**src/rtl/dec_to_bcd_key_encoder.sv**
```systemverilog
// Ten-line decimal keypad to BCD encoder: 2-flop sync, debounce FSM with multi-key
// rejection, one-cycle valid/error strobes and a shift-in BCD entry register.
module dec_to_bcd_key_encoder #(
    parameter int DEBOUNCE_CYCLES = 4,
    parameter int DIGITS          = 4
) (
    input  logic                           clk,
    input  logic                           rst,
    input  logic [9:0]                     d,
    input  logic                           clr,
    output logic                           key_valid,
    output logic [3:0]                     key_code,
    output logic                           key_err,
    output logic [4*DIGITS-1:0]            digits,
    output logic [$clog2(DIGITS+1)-1:0]    digit_cnt
);

    localparam int DBW = $clog2(DEBOUNCE_CYCLES + 1);
    localparam int CW  = $clog2(DIGITS + 1);
    localparam logic [DBW-1:0] DB_LAST    = DBW'(DEBOUNCE_CYCLES);
    localparam logic [CW-1:0]  DIGITS_MAX = CW'(DIGITS);

    typedef enum logic [1:0] {
        IDLE     = 2'd0,
        DEBOUNCE = 2'd1,
        HELD     = 2'd2
    } state_t;

    state_t               state_q, state_d;
    logic [9:0]           sync1_q, s_q;
    logic [9:0]           pat_q, pat_d;
    logic [DBW-1:0]       cnt_q, cnt_d;
    logic                 valid_q, valid_d;
    logic                 err_q, err_d;
    logic [3:0]           code_q, code_d;
    logic [4*DIGITS-1:0]  digits_q, digits_d;
    logic [CW-1:0]        dcnt_q, dcnt_d;

    logic [3:0]           ones;
    logic [3:0]           idx;
    logic                 one_hot;
    logic                 accept;
    logic [4*DIGITS-1:0]  shifted;

    // Bit count and index of the highest set bit of the synced pattern; the index is
    // only used when exactly one bit is set.
    always_comb begin
        ones = 4'd0;
        idx  = 4'd0;
        for (int i = 0; i < 10; i++) begin
            if (s_q[i]) begin
                ones = ones + 4'd1;
                idx  = 4'(i);
            end
        end
        one_hot = (ones == 4'd1);
    end

    generate
        if (DIGITS == 1) begin : g_single
            assign shifted = idx;
        end else begin : g_multi
            assign shifted = {digits_q[4*DIGITS-5:0], idx};
        end
    endgenerate

    always_comb begin
        state_d = state_q;
        pat_d   = pat_q;
        cnt_d   = cnt_q;
        valid_d = 1'b0;
        err_d   = 1'b0;
        code_d  = code_q;
        accept  = 1'b0;

        case (state_q)
            IDLE: begin
                if (s_q != 10'd0) begin
                    pat_d   = s_q;
                    cnt_d   = DBW'(1);
                    state_d = DEBOUNCE;
                end
            end
            DEBOUNCE: begin
                if (s_q == pat_q) begin
                    cnt_d = cnt_q + DBW'(1);
                end else if (s_q == 10'd0) begin
                    cnt_d   = '0;
                    state_d = IDLE;
                end else begin
                    pat_d = s_q;
                    cnt_d = DBW'(1);
                end
            end
            HELD: begin
                if (s_q == 10'd0) begin
                    if (cnt_q + DBW'(1) == DB_LAST) begin
                        cnt_d   = '0;
                        state_d = IDLE;
                    end else begin
                        cnt_d = cnt_q + DBW'(1);
                    end
                end else begin
                    cnt_d = '0;
                end
            end
            default: begin
                cnt_d   = '0;
                state_d = IDLE;
            end
        endcase

        // The sample that completes the stable run is evaluated immediately; s equals
        // the captured pattern here, so the decode of s is the decode of p.
        if (state_d == DEBOUNCE && cnt_d == DB_LAST) begin
            state_d = HELD;
            cnt_d   = '0;
            if (one_hot) begin
                valid_d = 1'b1;
                code_d  = idx;
                accept  = 1'b1;
            end else begin
                err_d = 1'b1;
            end
        end
    end

    always_comb begin
        digits_d = digits_q;
        dcnt_d   = dcnt_q;
        if (clr) begin
            digits_d = '0;
            dcnt_d   = '0;
        end else if (accept) begin
            digits_d = shifted;
            if (dcnt_q != DIGITS_MAX) begin
                dcnt_d = dcnt_q + CW'(1);
            end
        end
    end

    always_ff @(posedge clk) begin
        if (rst) begin
            sync1_q  <= '0;
            s_q      <= '0;
            state_q  <= IDLE;
            pat_q    <= '0;
            cnt_q    <= '0;
            valid_q  <= 1'b0;
            err_q    <= 1'b0;
            code_q   <= '0;
            digits_q <= '0;
            dcnt_q   <= '0;
        end else begin
            sync1_q  <= d;
            s_q      <= sync1_q;
            state_q  <= state_d;
            pat_q    <= pat_d;
            cnt_q    <= cnt_d;
            valid_q  <= valid_d;
            err_q    <= err_d;
            code_q   <= code_d;
            digits_q <= digits_d;
            dcnt_q   <= dcnt_d;
        end
    end

    assign key_valid = valid_q;
    assign key_err   = err_q;
    assign key_code  = code_q;
    assign digits    = digits_q;
    assign digit_cnt = dcnt_q;

endmodule

```
**config.mk**
```make
export PLATFORM = sky130hd
export DESIGN_NAME = dec_to_bcd_key_encoder
export DESIGN_NICKNAME = d
export VERILOG_FILES = /design/src/rtl/dec_to_bcd_key_encoder.sv
export SDC_FILE = /design/constraint.sdc
export NUM_CORES = 1
export LEC_CHECK = 0
export BUFFER_PORTS_ARGS = -buffer_cell sky130_fd_sc_hd__buf_2
export CORE_ASPECT_RATIO = 1.75
export CORE_UTILIZATION = 47
export CTS_BUF_LIST = sky130_fd_sc_hd__clkbuf_4
export DETAILED_ROUTE_END_ITERATION = 10
export PLACE_DENSITY_LB_ADDON = 0.3
export SYNTH_ARGS = -nofsm -noshare
export SYNTH_HDL_FRONTEND = slang
export SYNTH_SLANG_ARGS = --single-unit
```
**constraint.sdc**
```tcl
create_clock -name clk -period 18.4 [get_ports clk]
set_input_delay 2.76 -clock clk [delete_from_list [all_inputs] [get_ports clk]]
set_output_delay 2.76 -clock clk [all_outputs]
set_load 0.02 [all_outputs]
```
==> impl_metrics.env <==
export IMPL_status="finished clean"
export IMPL_clock_path_buffers=2
export IMPL_cts_tree="done"
export IMPL_root_buffer="clkbuf_4"
export IMPL_pwr_density_cell_mw_per_mm2=82.57
export IMPL_die_h_um=112.6
export IMPL_period_minus_slack_ns=7.083
export IMPL_synth_edf_count=0
export IMPL_fin_crit_sh_pct=38.49
export IMPL_num_nets_final=426
export IMPL_dpl_hpwl_um=5175
export IMPL_cts_made_buffers=9
export IMPL_drive_gt1_share_pct=18.07
export IMPL_io_buffers=37
export IMPL_pin_count=38
export IMPL_power_mw=0.3004
export IMPL_postRouteAntennaNets=0
export IMPL_routabilityCongestion=0.8748
export IMPL_die_area_mm2=0.007345
export IMPL_ys_seq_area_share_pct=36.54
export IMPL_core_area_mm2=0.006807
export IMPL_grt_first_pass_wirelength_um=12090
export IMPL_cts_clk_slew_worst_paths_ns=0.10
export IMPL_grt_pass1_vias=2736
export IMPL_slew_viol_final=0
export IMPL_antenna_found_initial=0
export IMPL_async_flop_share_pct=0
export IMPL_max_slew_margin_pct=37.77
export IMPL_totalWireLength_um=6993
export IMPL_drc_errors=0
export IMPL_synth_area_mm2=0.003287
export IMPL_avgSynthCellArea_um2=8.789
export IMPL_start_util_pct=48.29
export IMPL_synthesis_nets=401
export IMPL_fmax_mhz=141.2
export IMPL_drt_first_pass_iters=4
export IMPL_dr_first_iter_drc_count=72
export IMPL_wire_per_inst_um=14.33
export IMPL_rows=40
export IMPL_grt_ovfl_total=0
export IMPL_synth_top_area_cell="dfxtp_1"
export IMPL_rsz0062_at_grt="no"
export IMPL_startpoint_type="flip-flop"
export IMPL_synth_ff_type="dfxtp_1"
export IMPL_cts_sinks=60
export IMPL_tightestPinTransition_ns=0.9294
export IMPL_vias=2721
export IMPL_arrival_ns=7.41
export IMPL_power_leakage_nw=1.513
export IMPL_end_kind="flip-flop"
export IMPL_cpPeakStageDelay_ns=0.87
export IMPL_synthTopCellsByArea="dfxtp_1, a21oi_1, ha_1"
export IMPL_cp_common_cell="ha_1"
export IMPL_syn_inst=374
export IMPL_hold_buffers=0
export IMPL_critical_path_peak_fanout=19
export IMPL_syn2layout_area_growth_pct=10.70
export IMPL_grt_max_degree=42
export IMPL_cap_violations=0
export IMPL_irDropWorstVdd_mv=0.07405
export IMPL_cts_htree_levels=3
export IMPL_hold_viol=0
export IMPL_hold_class="reg -> reg"
export IMPL_fin_skew_ns=0.01575
export IMPL_clk_latency_ns=0.41
export IMPL_chipWidth_um=65.22
export IMPL_post_cts_buffers=0
export IMPL_grt_total_usage_pct=21.26
export IMPL_setup_viol=0
export IMPL_worstSetupPathType="reg -> reg"
export IMPL_synth_cell_types=63
export IMPL_n_antenna_cell=0
export IMPL_ctsResizeCount=0
export IMPL_viasPerCell=5.576
export IMPL_synth_seq_cells=60
export IMPL_slowest_stage="or4b_1"
export IMPL_ys_warn_count=0
export IMPL_netlist_area_leader_share_pct=36.54
export IMPL_finalSetupTns_ns=0
export IMPL_critPathRequiredTime_ns=18.73
-- stage by stage --
step	cells	hold slack, ns	instance area [um2]	worst slack [ns]	utilization [%]
finish	488	0.4393	3638	11.32	53.46
global route	488	0.4611	3638	10.78	53.46
CTS	488	0.4456	3638	11.33	53.46
detailed placement	472	0.4249	3456	11.37	50.77
global placement	472	0.4217	3456	11.61	50.77
floorplan	374	0.4138	3287	12.11	-
-- critical path, delay by kind of cell, from the launching register on --
kind | cells | cell delay [ns]
adders and majority gates | 8 | 2.42
muxes | 2 | 0.49
AOI/OAI and AO/OA | 9 | 1.60
buffers and inverters | 3 | 0.17
DFF | 1 | 0.38
xor gates and xnor gates | 1 | 0.18
and+or+nand+nor | 7 | 1.75
-- cell type report --
type	count	area (um2)
inverter	21	80.08
tap	84	105.1
clock inverter	7	115.1
fill	673	3168
timing repair buffer	37	185.2
multi-input combinational	270	1884
clock buffer	9	67.56
sequential	60	1201
-- routing by layer --
metal	track usage [%]	vias to the layer above	wire, um
li1	-	1361	-
met4	14.64	0	360
met5	0	-	0
met1	22.80	1273	2848
met2	36.56	62	3581
met3	3.760	25	202
-- state kept, by name, indices dropped and copies added, names as in the netlist --
signal,flops
cnt_q,3
digit_cnt,3
digits,16
key_code,4
key_err,1
key_valid,1
pat_q,10
s_q,10
state_q,2
sync1_q,10
-- synthesized netlist by cell type, types with 4 or more instances --
library cell and number:
ha_1 14, nor2b_1 22, xnor2_1 9, clkbuf_1 12, inv_1 20, nor4_1 4
nand3_1 14, nor3_1 10, or2_2 4, mux2i_1 8, buf_4 4, nand2_1 20
nand4_1 5, o21ai_0 13, buf_2 4, o21ai_1 7, dfxtp_1 60, xor2_1 11
a21oi_1 35, nor2_1 33, nand2b_1 5
-- path summary, 6_finish.rpt --
check	from	cells past startpoint	to	slack (ns)
hold / removal	sync1_q[2]	1	s_q[2]	0.44
setup reg to reg	s_q[0]	30	digit_cnt[1]	11.32
setup / recovery	s_q[0]	30	digit_cnt[1]	11.32
hold reg to reg	sync1_q[2]	1	s_q[2]	0.44
-- placed cells by master, fill, tap and decap left out, types with 3 or more instances in the layout --
| cell | Yosys | layout |
|---|---|---|
| nor2b_1 | 22 | 22 |
| bufinv_16 | 0 | 3 |
| xnor3_1 | 3 | 3 |
| o31ai_1 | 3 | 3 |
| inv_1 | 20 | 20 |
| nand2_1 | 20 | 20 |
| xor2_1 | 11 | 11 |
| xnor2_1 | 9 | 9 |
| mux2i_1 | 8 | 8 |
| nor3_1 | 10 | 10 |
| buf_2 | 4 | 37 |
| and3_1 | 3 | 3 |
| nor4_1 | 4 | 4 |
| o21ai_0 | 13 | 13 |
| or2_2 | 4 | 4 |
| nand3_1 | 14 | 14 |
| ha_1 | 14 | 14 |
| nand4_1 | 5 | 5 |
| nand2b_1 | 5 | 5 |
| o21ai_1 | 7 | 7 |
| clkbuf_4 | 0 | 9 |
| dfxtp_1 | 60 | 60 |
| nor2_1 | 33 | 33 |
| a21oi_1 | 35 | 35 |
-- logic make-up (layout without fill, tap and decap cells) --
group	count (synthesis)	after routing	share of synthesized area [%]
AO/OA/AOI/OAI	83	83	15.91
AND/OR/NAND/NOR	136	136	22.80
XOR/XNOR	27	27	9.821
flip-flops	60	60	36.54
buffers and inverters	44	74	6.128
multiplexers	10	10	3.464
adder cells (fa/ha/maj)	14	14	5.329
-- where the power goes --
| group | total [mW] | switching, mW | leakage, nW | internal, mW |
|---|---|---|---|---|
| sequential | 0.137 | 0.00404 | 0.489 | 0.133 |
| combinational | 0.0466 | 0.0270 | 0.930 | 0.0195 |
| clock | 0.116 | 0.0482 | 0.0936 | 0.0683 |
(Power assumes the default switching activity.)
